<file path="src/rtl/tile_reg_responder.sv">
// NoC target endpoint: single-beat register read/write with in-order responses via a small FIFO.
// Define TILE_REG_RESPONDER_ERR_EN to flag out-of-range word indices instead of wrapping them.
module tile_reg_responder #(
  parameter int unsigned NumRegs    = 8,
  parameter int unsigned IdWidth    = 8,
  parameter int unsigned TxnIdWidth = 4,
  parameter int unsigned RspDepth   = 2,
  parameter int unsigned AddrWidth  = 12
) (
  input  logic                    clk_i,
  input  logic                    rst_ni,
  input  logic                    req_valid_i,
  output logic                    req_ready_o,
  input  logic [IdWidth-1:0]      req_src_id_i,
  input  logic [TxnIdWidth-1:0]   req_txn_id_i,
  input  logic                    req_write_i,
  input  logic [AddrWidth-1:0]    req_addr_i,
  input  logic [31:0]             req_wdata_i,
  input  logic [3:0]              req_wstrb_i,
  output logic                    rsp_valid_o,
  input  logic                    rsp_ready_i,
  output logic [IdWidth-1:0]      rsp_dst_id_o,
  output logic [TxnIdWidth-1:0]   rsp_txn_id_o,
  output logic                    rsp_write_o,
  output logic [31:0]             rsp_rdata_o,
  output logic                    rsp_err_o,
  output logic [NumRegs*32-1:0]   regs_o,
  output logic                    busy_o
);

  localparam int unsigned RegIdxW = (NumRegs > 1) ? $clog2(NumRegs) : 1;
  localparam int unsigned PtrW    = (RspDepth > 1) ? $clog2(RspDepth) : 1;
  localparam int unsigned CntW    = $clog2(RspDepth + 1);
  localparam logic [CntW-1:0] DepthC  = CntW'(RspDepth);
  localparam logic [PtrW-1:0] LastPtr = PtrW'(RspDepth - 1);

  logic [31:0]           regs_q [NumRegs];
  logic [31:0]           regs_d [NumRegs];
  logic [IdWidth-1:0]    dst_q  [RspDepth];
  logic [IdWidth-1:0]    dst_d  [RspDepth];
  logic [TxnIdWidth-1:0] txn_q  [RspDepth];
  logic [TxnIdWidth-1:0] txn_d  [RspDepth];
  logic [31:0]           rdata_q[RspDepth];
  logic [31:0]           rdata_d[RspDepth];
  logic                  wr_q   [RspDepth];
  logic                  wr_d   [RspDepth];
  logic                  err_q  [RspDepth];
  logic                  err_d  [RspDepth];
  logic [PtrW-1:0]       wr_ptr_q, wr_ptr_d, rd_ptr_q, rd_ptr_d;
  logic [CntW-1:0]       cnt_q, cnt_d;

  logic               push, pop, addr_err, unused_addr;
  logic [RegIdxW-1:0] reg_idx;
  logic [31:0]        rd_val;

  // Ready is count-based only, and forced low while reset is asserted.
  assign req_ready_o = rst_ni && (cnt_q < DepthC);
  assign rsp_valid_o = (cnt_q != '0);
  assign busy_o      = rsp_valid_o;
  assign push        = req_valid_i && req_ready_o;
  assign pop         = rsp_valid_o && rsp_ready_i;
  assign reg_idx     = req_addr_i[2 +: RegIdxW];

`ifdef TILE_REG_RESPONDER_ERR_EN
  assign addr_err    = |req_addr_i[AddrWidth-1:2+RegIdxW];
  assign unused_addr = ^req_addr_i[1:0];
`else
  assign addr_err    = 1'b0;
  assign unused_addr = ^{req_addr_i[AddrWidth-1:2+RegIdxW], req_addr_i[1:0]};
`endif

  assign rd_val = (req_write_i || addr_err) ? 32'h0 : regs_q[reg_idx];

  always_comb begin
    regs_d = regs_q;
    if (push && req_write_i && !addr_err) begin
      for (int b = 0; b < 4; b++) begin
        if (req_wstrb_i[b]) regs_d[reg_idx][8*b +: 8] = req_wdata_i[8*b +: 8];
      end
    end
  end

  always_comb begin
    dst_d    = dst_q;
    txn_d    = txn_q;
    rdata_d  = rdata_q;
    wr_d     = wr_q;
    err_d    = err_q;
    wr_ptr_d = wr_ptr_q;
    rd_ptr_d = rd_ptr_q;
    cnt_d    = cnt_q;
    if (push) begin
      dst_d[wr_ptr_q]   = req_src_id_i;
      txn_d[wr_ptr_q]   = req_txn_id_i;
      rdata_d[wr_ptr_q] = rd_val;
      wr_d[wr_ptr_q]    = req_write_i;
      err_d[wr_ptr_q]   = addr_err;
      wr_ptr_d          = (wr_ptr_q == LastPtr) ? '0 : wr_ptr_q + 1'b1;
    end
    if (pop) begin
      rd_ptr_d = (rd_ptr_q == LastPtr) ? '0 : rd_ptr_q + 1'b1;
    end
    unique case ({push, pop})
      2'b10:   cnt_d = cnt_q + 1'b1;
      2'b01:   cnt_d = cnt_q - 1'b1;
      default: cnt_d = cnt_q;
    endcase
  end

  always_ff @(posedge clk_i or negedge rst_ni) begin
    if (!rst_ni) begin
      for (int i = 0; i < NumRegs; i++) regs_q[i] <= '0;
      for (int i = 0; i < RspDepth; i++) begin
        dst_q[i]   <= '0;
        txn_q[i]   <= '0;
        rdata_q[i] <= '0;
        wr_q[i]    <= 1'b0;
        err_q[i]   <= 1'b0;
      end
      wr_ptr_q <= '0;
      rd_ptr_q <= '0;
      cnt_q    <= '0;
    end else begin
      regs_q   <= regs_d;
      dst_q    <= dst_d;
      txn_q    <= txn_d;
      rdata_q  <= rdata_d;
      wr_q     <= wr_d;
      err_q    <= err_d;
      wr_ptr_q <= wr_ptr_d;
      rd_ptr_q <= rd_ptr_d;
      cnt_q    <= cnt_d;
    end
  end

  // Data outputs read as zero whenever no response is pending.
  assign rsp_dst_id_o = rsp_valid_o ? dst_q[rd_ptr_q]   : '0;
  assign rsp_txn_id_o = rsp_valid_o ? txn_q[rd_ptr_q]   : '0;
  assign rsp_write_o  = rsp_valid_o && wr_q[rd_ptr_q];
  assign rsp_rdata_o  = rsp_valid_o ? rdata_q[rd_ptr_q] : '0;
  assign rsp_err_o    = rsp_valid_o && err_q[rd_ptr_q];

  for (genvar g = 0; g < NumRegs; g++) begin : gen_regs_o
    assign regs_o[32*g +: 32] = regs_q[g];
  end

endmodule

</file>
<file path="config.mk">
export PLATFORM = sky130hd
export DESIGN_NAME = tile_reg_responder
export DESIGN_NICKNAME = d
export VERILOG_FILES = /design/src/rtl/tile_reg_responder.sv
export SDC_FILE = /design/constraint.sdc
export NUM_CORES = 1
export LEC_CHECK = 0
export BUFFER_PORTS_ARGS = -buffer_cell sky130_fd_sc_hd__buf_2
export CORE_MARGIN = 4
export CORE_UTILIZATION = 49
export DETAILED_ROUTE_END_ITERATION = 10
export PLACE_DENSITY = 0.76
export SLEW_MARGIN = 25
export SYNTH_ARGS = -nofsm -noshare
export SYNTH_HDL_FRONTEND = slang
export SYNTH_SLANG_ARGS = --single-unit
</file>
<file path="constraint.sdc">
create_clock -name clk_i -period 1.59 [get_ports clk_i]
set_clock_uncertainty 0.1 [all_clocks]
set_input_delay 0.159 -clock clk_i [delete_from_list [all_inputs] [get_ports clk_i]]
set_output_delay 0.159 -clock clk_i [all_outputs]
set_load 0.05 [all_outputs]
</file>
==> flow_summary_export.csv, run 1 <==
group,metric,value,unit
run_status,status,"complete, but fails checks",
run_status,violations,"setup timing",
floorplan,rows,66,
worst_hold_path,hold_depth,4,
floorplan,dieWidth,190,um
global_route,grt-busiest-layer,"met2",
setup_path,cp_max_fo,9,
setup_path,worstSetupPathDepth,4,
finish,ff_latch_area,0.00881,mm2
setup_path,cp_top_family,"flip-flops",
sta,drv_slew,0,
power,power_leakage,11.9,nW
floorplan,die_h,190,um
global_route,grt_max_degree,174,
global_route,grt_pass1_vias,13800,
synth,synth_warnings,0,
floorplan,top_level_ports,370,
sta,rsz0062_at_grt,"yes",
route,via_count,12700,
sta,final_hold_viol_count,0,
place,dp_hpwl,34400,um
setup_path,ff2ff_path_depth,10,
synth,syn-mean-instance-area,13.3,um2
floorplan,core,0.0325,mm2
place,portBuffers,360,
cts,cts.sinks,352,
route,dr.pass1.iters,5,
cts,path_clk_slew,0.07,ns
power,total_power,39.0,mW
finish,drive_above_1_share,0.619,
sta,slew_headroom,0.343,
worst_hold_path,hold_path.class,"input pin to register",
synth,ys_seq_area_frac,0.546,
setup_path,worst_path_max_delay_cell,"dfrtp_4",
route,wl_per_cell,25.8,um
setup_path,cpMostUsedCell,"buf_12",
power,p_per_area,1630,mW/mm2
route,wl,57200,um
setup_path,r2r_slack,-0.44,ns
setup_path,arrival,1.82,ns
sta,fmax,0.480,GHz
flow_run,max_cap_violations,0,
route,drc,0,
global_route,met2_usage,0.513,
global_route,antenna_found_initial,3,
synth,synth_cell_types,36,
synth,synthesis.instances,1215,
finish,antennaDiodeCount,0,
setup_path,critPathBufInv,2,
finish,final.fill_count,2086,
setup_path,crit_chain,"buf_12 > mux2i_4 > nor2_4 > buf_12",
synth,netlist_area,0.0161,mm2
route,drtIter0Drc,740,
finish,area_growth,48.6,%
sta,fin_setup_tns,-132.51,ns
cts,cts_tree,"done",
cts,cts_max_level,2,
floorplan,design.die.area,0.0359,mm2
setup_path,cp_slowest_stage_delay,0.52,ns
sta,setup_ws,-0.494,ns
synth,syn-num-nets,1281,
cts,clockBufferDepth,3,
route,ant_nets,0,
finish,layout_commonest_cell,"dfrtp_1",
place,place.gp.congestion,0.851,
power,ir_worst_vdd,1.09,mV
cts,root_buffer,"clkbuf_16",
setup_path,cp_data_required_time,1.33,ns
floorplan,start_util,0.496,
cts,numCtsBuffers,38,
global_route,use_met1,0.375,
sta,worst_pin_slew,0.986,ns
setup_path,start_kind,"register",
sta,period_share,1.31,
global_route,use_met3,0.0708,
global_route,grt_pass1_wl,83400,um
finish,multi_input_area,0.00843,mm2
setup_path,setup.worst_path.end_class,"primary output",
setup_path,crit_type,"register to primary output",
finish,most-common-layout-cells,"dfrtp_1 (351), buf_2 (309), mux2_2 (226), mux2i_1 (133), buf_4 (68)",
cts,insertion_delay,0.52,ns
sta,final-setup-viol-count,400,
sta,min_period,2.08,ns
global_route,grt_overflow,0,
synth,ys_seq_elements,352,
route,avgViaCountPerCell,5.72,
global_route,grt_use_total,0.300,
finish,layout.nets,1814,
worst reg2reg max path, stage by stage (launching register included):
cell and delay [ns]:
dfrtp_1 0.39, and3b_1 0.24, buf_6 0.14, buf_6 0.13, inv_6 0.04, buf_4 0.13, buf_6 0.11, nor2_4 0.15
nand2_4 0.16, clkbuf_16 0.25, o21ai_2 0.14
Yosys cell counts:
library cell  instances  share of area
a21boi_0              1        0.00047
a22oi_1               1        0.00047
and2_1                3         0.0012
and3_1                3         0.0012
and3_4                1        0.00070
and3b_1               1        0.00054
buf_1                 3        0.00070
buf_2                26         0.0081
buf_4                 7         0.0033
buf_6                 4         0.0028
buf_8                 1        0.00093
clkbuf_1             26         0.0060
dfrtp_1             352           0.55
ha_1                  1        0.00078
inv_1                 4        0.00093
mux2_1                7         0.0049
mux2_2              241           0.17
mux2_4               32          0.030
mux2i_1             174           0.11
nand2_1              69          0.016
nand2_2              12         0.0047
nand2_8               4         0.0050
nand2b_1              3         0.0012
nand3_4              12          0.013
nand4_4               4         0.0053
nor2_1               82          0.019
nor2_2                3         0.0012
nor2_8                1         0.0012
nor2b_1               3         0.0012
o21ai_0              62          0.019
o21ai_1               2        0.00062
o22ai_1              64          0.025
or2_1                 1        0.00039
or3_4                 1        0.00070
xnor2_1               2         0.0011
xor2_1                2         0.0011
path summary, 6_finish.rpt:
check	start	end
setup / recovery	rd_ptr_q	rsp_rdata_o[25]
hold / removal	req_write_i	wr_q[0]
setup reg to reg	cnt_q[1]	rdata_q[17]
hold reg to reg	rdata_q[47]	rdata_q[47]
max in group asynchronous	rst_ni	regs_o[81]
min in group asynchronous	rst_ni	dst_q[14]
layout make-up:
type                            instances  share of cell area
Clock buffer                           56              0.0489
Clock inverter                          9             0.00396
Inverter                                4            0.000939
Multi-Input combinational cell        792               0.351
Sequential cell                       352               0.367
Tap cell                              442              0.0231
Timing Repair Buffer                  560               0.205
stage by stage:
| stage | cell area [um2] | worst slack (ns) | cells | utilization | hold WS, ns |
|---|---|---|---|---|---|
| detailed placement | 20000 | -0.298 | 2050 | 0.614 | 0.257 |
| global route | 24000 | -0.529 | 2215 | 0.737 | 0.162 |
| global placement | 20000 | -0.257 | 2050 | 0.614 | 0.253 |
| floorplan | 16600 | -0.135 | 1215 | - | -0.237 |
| CTS | 23400 | -0.457 | 2207 | 0.720 | 0.0317 |
| finish | 24000 | -0.494 | 2215 | 0.737 | 0.168 |
logic make-up after synthesis:
| kind of cell | synth area share |
|---|---|
| flops | 0.546 |
| xor+xnor | 0.00217 |
| fa+ha+maj | 0.000775 |
| mux | 0.311 |
| compound gates | 0.0456 |
| buf+inv | 0.0227 |
| simple gates | 0.0724 |
sequential cells by signal, summed over array words and instances (netlist names):
register	cells
dst_q	16
regs_o	256
rdata_q	64
wr_q	2
txn_q	8
err_q	2
wr_ptr_q	1
cnt_q	2
rd_ptr_q	1
where the power goes:
group          total (mW)  switching (mW)  internal (mW)  leakage [nW]
Sequential           12.6            1.86           10.8          4.74
Combinational        17.4            10.8           6.64          6.57
Clock                8.99            3.58           5.41         0.633
timing repair:
item,4_1_cts,5_1_grt
gates resized for setup,262,137
setup endpoints to repair,395,401
pin swaps,78,24
hold buffers,45,1
endpoints found under the hold margin,632,1
buffers inserted,30,16
gates cloned,17,3
per-layer routing:
| metal | share of wire | vias up |
|---|---|---|
| met3 | 0.070 | 143 |
| met4 | 0.038 | 6 |
| met5 | 0.00059 | - |
| li1 | - | 5447 |
| met1 | 0.38 | 6529 |
| met2 | 0.51 | 552 |
No activity file was read; power rests on OpenSTA's default activity.
==> run 2, diff against run 1 <==
--- a/config.mk
+++ b/config.mk
@@ -10,6 +10,7 @@
 export CORE_UTILIZATION = 49
 export DETAILED_ROUTE_END_ITERATION = 10
 export PLACE_DENSITY = 0.76
+export REMOVE_ABC_BUFFERS = 1
 export SLEW_MARGIN = 25
 export SYNTH_ARGS = -nofsm -noshare
 export SYNTH_HDL_FRONTEND = slang
==> flow_summary_export.csv, run 2 (synthesized netlist as in run 1, its figures left out) <==
group,metric,value,unit
sta,period_share,1.28,
route,wl_per_cell,24.5,um
route,routed.top_layer,"met5",
worst_hold_path,min_to,"rdata_q[60]",
route,wl_met2,26000,um
route,wirelength_met1,21800,um
finish,layout.nets,1780,
route,wl_met3,3850,um
run_status,violations,"setup timing",
floorplan,die_h,190,um
sta,drv_slew,0,
run_status,status,"complete, but fails checks",
power,p_per_area,1580,mW/mm2
power,power.switching,14.7,mW
setup_path,cp_data_required_time,1.33,ns
cts,root_buffer,"clkbuf_16",
place,place.gp.congestion,0.798,
cts,cts_tree,"done",
global_route,grt_use_total,0.286,
route,avgViaCountPerCell,5.68,
power,power_leakage,11.8,nW
route,via_count,12400,
worst_hold_path,hold_path.class,"input pin to register",
power,combPwrFrac,0.419,
cts,path_clk_slew,0.06,ns
cts,insertion_delay,0.52,ns
floorplan,rows,66,
route,dr.pass1.iters,5,
global_route,grt_pass1_wl,79500,um
finish,area_growth,40.1,%
power,seqPwrFrac,0.342,
setup_path,crit_type,"register to primary output",
route,ant_nets,0,
power,ir_worst_vdd,1.01,mV
finish,drive_above_1_share,0.550,
sta,slew_headroom,0.365,
sta,final_hold_viol_count,0,
floorplan,dieWidth,190,um
global_route,antenna_found_initial,6,
floorplan,start_util,0.496,
setup_path,arrival,1.78,ns
sta,fmax,0.490,GHz
setup_path,reg2reg_to,"regs_o[18]",
flow_run,max_cap_violations,0,
finish,most-common-layout-cells,"dfrtp_1 (351), buf_2 (309), mux2_2 (202), mux2i_1 (174), mux2_4 (78)",
setup_path,start_kind,"register",
power,p_clk_frac,0.239,
sta,fin_setup_tns,-97.78,ns
sta,setup_ws,-0.452,ns
cts,numCtsBuffers,38,
finish,final.fill_count,2249,
route,drtIter0Drc,723,
floorplan,design.die.area,0.0359,mm2
sta,min_period,2.04,ns
finish,largest_register_ffs,256,
global_route,grt_max_degree,157,
route,wl,53400,um
cts,cts_max_level,2,
worst_hold_path,min-delay-start,"req_write_i",
finish,layout_commonest_cell,"dfrtp_1",
global_route,grt_pass1_vias,13100,
place,dp_hpwl,32600,um
sta,final-setup-viol-count,399,
power,internal_power,21.1,mW
power,swShare,0.410,
cts,clockBufferDepth,3,
place,portBuffers,360,
route,drc,0,
cts,cts.sinks,352,
setup_path,setup.worst_path.end_class,"primary output",
power,total_power,35.8,mW
setup_path,r2r-start,"cnt_q[1]",
setup_path,r2r_slack,-0.34,ns
setup_path,ff2ff_path_depth,7,
floorplan,core,0.0325,mm2
floorplan,top_level_ports,370,
setup_path,cp_max_fo,26,
sta,rsz0062_at_grt,"yes",
sta,worst_pin_slew,0.952,ns
global_route,grt_overflow,0,
worst_hold_path,hold_depth,4,
-- run 2: changes by cell type in the layout (fill, tap and decap cells not counted), sizes merged --
cell,change
clkinv,-3
clkinvlp,+1
dlygate4sd3,+1
bufinv,-2
diode,+1
buf,-36
clkbuf,+5
-- run 2: what timing repair did --
action	in CTS	in global routing
gates cloned	9	4
endpoints found under the setup margin	396	556
pin swaps	57	18
hold buffers	47	0
setup buffers	27	22
endpoints found under the hold margin	442	0
gates resized for setup	315	79
-- run 2: power by group through the flow --
stage | logic (mW) | registers (mW) | clock network [mW]
2_1_floorplan | 4.90 | 15.9 | 0
3_3_place_gp | 12.3 | 12.1 | 0
3_5_place_dp | 12.5 | 12.2 | 0
4_1_cts | 14.4 | 12.1 | 8.68
5_1_grt | 15.6 | 12.4 | 9.05
6_report | 15.0 | 12.2 | 8.57
-- run 2: how the worst max path moves through the flow --
stage | depth (start not counted) | endpoint | slack (ns) | startpoint
finish | 4 | rsp_dst_id_o[1] | -0.45 | rd_ptr_q
global route | 4 | rsp_dst_id_o[1] | -0.49 | rd_ptr_q
CTS | 4 | rsp_rdata_o[3] | -0.42 | rd_ptr_q
detailed placement | 5 | regs_o[230] | -0.29 | cnt_q[1]
global placement | 5 | regs_o[239] | -0.28 | cnt_q[1]
floorplan | 6 | cnt_q[1] | -2.49 | cnt_q[0]
-- run 2: critical path, stage by stage, from the launching register on --
cell	delay (ns)
dfrtp_4	0.44
buf_12	0.22
mux2i_1	0.32
nor2_1	0.09
buf_6	0.16
-- run 2: stage by stage --
stage	instances	instance area, um2	setup slack, ns	util	hold slack (ns)
global placement	2021	19000	-0.277	0.585	0.0229
detailed placement	2021	19000	-0.286	0.585	0.0232
global route	2182	22600	-0.486	0.695	0.151
floorplan	1148	15800	-2.49	-	-0.237
finish	2182	22600	-0.452	0.695	0.142
CTS	2168	22200	-0.424	0.682	0.126
-- run 2: cell type report --
class / instances / area [um2] / area share
multi-input cells: 792 / 7740 / 0.343
clock buffers: 60 / 1180 / 0.0521
diodes: 1 / 2.50 / 0.000111
clock inverters: 5 / 27.5 / 0.00122
inverters: 4 / 20.0 / 0.000886
flip-flops and latches: 352 / 8810 / 0.390
well taps: 442 / 553 / 0.0245
repair buffers: 526 / 4270 / 0.189
-- run 2: routing by layer --
layer	global-route usage	vias to the layer above
met4	0.0888	10
met2	0.480	487
li1	-	5382
met3	0.0682	117
met5	0	-
met1	0.370	6405
==> run 3, diff against run 2 <==
--- a/config.mk
+++ b/config.mk
@@ -7,10 +7,8 @@
 export LEC_CHECK = 0
 export BUFFER_PORTS_ARGS = -buffer_cell sky130_fd_sc_hd__buf_2
 export CORE_MARGIN = 4
-export CORE_UTILIZATION = 49
+export CORE_UTILIZATION = 35
 export DETAILED_ROUTE_END_ITERATION = 10
-export PLACE_DENSITY = 0.76
-export REMOVE_ABC_BUFFERS = 1
 export SLEW_MARGIN = 25
 export SYNTH_ARGS = -nofsm -noshare
 export SYNTH_HDL_FRONTEND = slang
==> flow_summary_export.csv, run 3 (synthesized netlist as in run 1, its figures left out) <==
group,metric,value,unit
cts,numCtsBuffers,41,
global_route,grt_use_total,0.216,
finish,most-common-layout-cells,"dfrtp_1 (351), buf_2 (309), mux2_2 (222), mux2i_1 (130), buf_4 (67)",
sta,min_period,2.12,ns
setup_path,cp_top_family,"flip-flops",
floorplan,dieWidth,223,um
sta,period_share,1.33,
finish,final.fill_count,3855,
floorplan,top_level_ports,370,
setup_path,cpMostUsedCell,"buf_12",
floorplan,design.die.area,0.0496,mm2
floorplan,start_util,0.355,
setup_path,critPathBufInv,3,
place,postPlaceCellArea,0.0199,mm2
cts,cts_max_level,2,
finish,antennaDiodeCount,0,
flow_run,max_cap_violations,0,
global_route,grt_pass1_vias,13000,
route,wl,56900,um
finish,layout.nets,1821,
finish,stdcell_count,2385,
worst_hold_path,hold_path.class,"input pin to register",
route,ant_nets,0,
sta,final_hold_viol_count,0,
finish,fin_util,0.526,
finish,area_growth,48.3,%
route,drc,0,
power,power.switching,16.0,mW
cts,path_clk_slew,0.06,ns
setup_path,cp_data_required_time,1.33,ns
power,power_leakage,11.9,nW
sta,drv_slew,0,
global_route,antenna_found_initial,5,
run_status,violations,"setup timing",
route,dr.pass1.iters,4,
setup_path,cp_slowest_stage_delay,0.49,ns
setup_path,arrival,1.86,ns
setup_path,start_kind,"register",
power,p_per_area,1640,mW/mm2
place,portBuffers,360,
sta,final-setup-viol-count,400,
cts,insertion_delay,0.56,ns
power,p_clk_frac,0.242,
worst_hold_path,min-delay-start,"req_addr_i[3]",
power,ir_worst_vdd,1.67,mV
route,avgViaCountPerCell,5.19,
finish,largest_register_ffs,256,
sta,fmax,0.471,GHz
sta,rsz0062_at_grt,"yes",
cts,root_buffer,"clkbuf_16",
floorplan,die_h,223,um
sta,worst_pin_slew,0.893,ns
power,internal_power,23.3,mW
setup_path,crit_chain,"buf_12 > buf_12 > mux2i_4 > nor2_4 > buf_6",
sta,setup_ws,-0.532,ns
finish,final_cell_area,0.0239,mm2
place,post-place-ws,-0.417,ns
setup_path,setup.worst_path.start,"rd_ptr_q",
route,wl_per_cell,23.9,um
global_route,grt_max_degree,132,
finish,drive_above_1_share,0.594,
global_route,grt_overflow,0,
setup_path,setup.worst_path.end_class,"primary output",
cts,cts.sinks,352,
run_status,status,"complete, but fails checks",
setup_path,crit_type,"register to primary output",
setup_path,cp_max_fo,6,
power,seqPwrFrac,0.314,
power,swShare,0.407,
sta,hold_ws,0.165,ns
finish,layout_commonest_cell,"dfrtp_1",
cts,cts_tree,"done",
place,place.gp.congestion,0.810,
global_route,grt_pass1_wl,83000,um
sta,slew_headroom,0.403,
power,combPwrFrac,0.444,
floorplan,rows,78,
setup_path,r2r_slack,-0.50,ns
place,dp_hpwl,36700,um
cts,clockBufferDepth,3,
setup_path,worst_path_max_delay_cell,"dfrtp_4",
place,dp.cells,2216,
route,via_count,12400,
floorplan,core,0.0455,mm2
setup_path,r2r-start,"cnt_q[1]",
route,drtIter0Drc,568,
run 3: worst min-delay path: stages:
cell     delay [ns]
buf_2          0.13
buf_4          0.17
nand4_4        0.15
mux2_4         0.17
run 3: path summary, 6_finish.rpt:
kind                              endpoint  cells after the start
max in group asynchronous       rdata_q[7]                      4
min reg2reg                    rdata_q[47]                      2
min in group asynchronous      regs_o[196]                      3
min                            regs_o[232]                      4
max                        rsp_rdata_o[28]                      5
max reg2reg                    rdata_q[62]                      9
run 3: timing repair:
action	CTS	global route
hold buffers	48	0
hold endpoints to repair	383	0
cloned	10	11
setup endpoints to repair	400	439
gates resized for setup	260	147
pin swaps	45	35
setup buffers	23	19
run 3: layout make-up:
cell class / count / area (um2) / share of cell area
Clock buffer: 63 / 1250 / 0.0523
Clock inverter: 10 / 109 / 0.00455
Inverter: 4 / 22.5 / 0.000941
Multi-Input combinational cell: 792 / 8190 / 0.342
Sequential cell: 352 / 8810 / 0.368
Tap cell: 600 / 751 / 0.0314
Timing Repair Buffer: 564 / 4810 / 0.201
run 3: power groups by stage:
stage	combinational (mW)	sequential, mW	clock [mW]
2_1_floorplan	6.11	15.7	0
4_1_cts	16.2	12.2	9.73
3_5_place_dp	13.7	12.2	0
6_report	17.5	12.3	9.52
3_3_place_gp	13.6	12.1	0
5_1_grt	18.2	12.6	10.1
run 3: routing by layer:
| layer | part of all wire | wire [um] | up-vias | GRT usage |
|---|---|---|---|---|
| li1 | - | - | 5446 | - |
| met1 | 0.43 | 24700 | 6446 | 0.294 |
| met2 | 0.48 | 27400 | 370 | 0.353 |
| met3 | 0.053 | 3000 | 98 | 0.0433 |
| met4 | 0.030 | 1700 | 10 | 0.0597 |
| met5 | 0.0011 | 63 | - | 0 |
run 3: stage by stage:
stage	power (mW)	TNS (ns)
floorplan	21.8	-20.44
global placement	25.7	-103.17
detailed placement	25.9	-112.06
CTS	38.2	-115.28
global route	40.8	-176.11
finish	39.3	-160.61
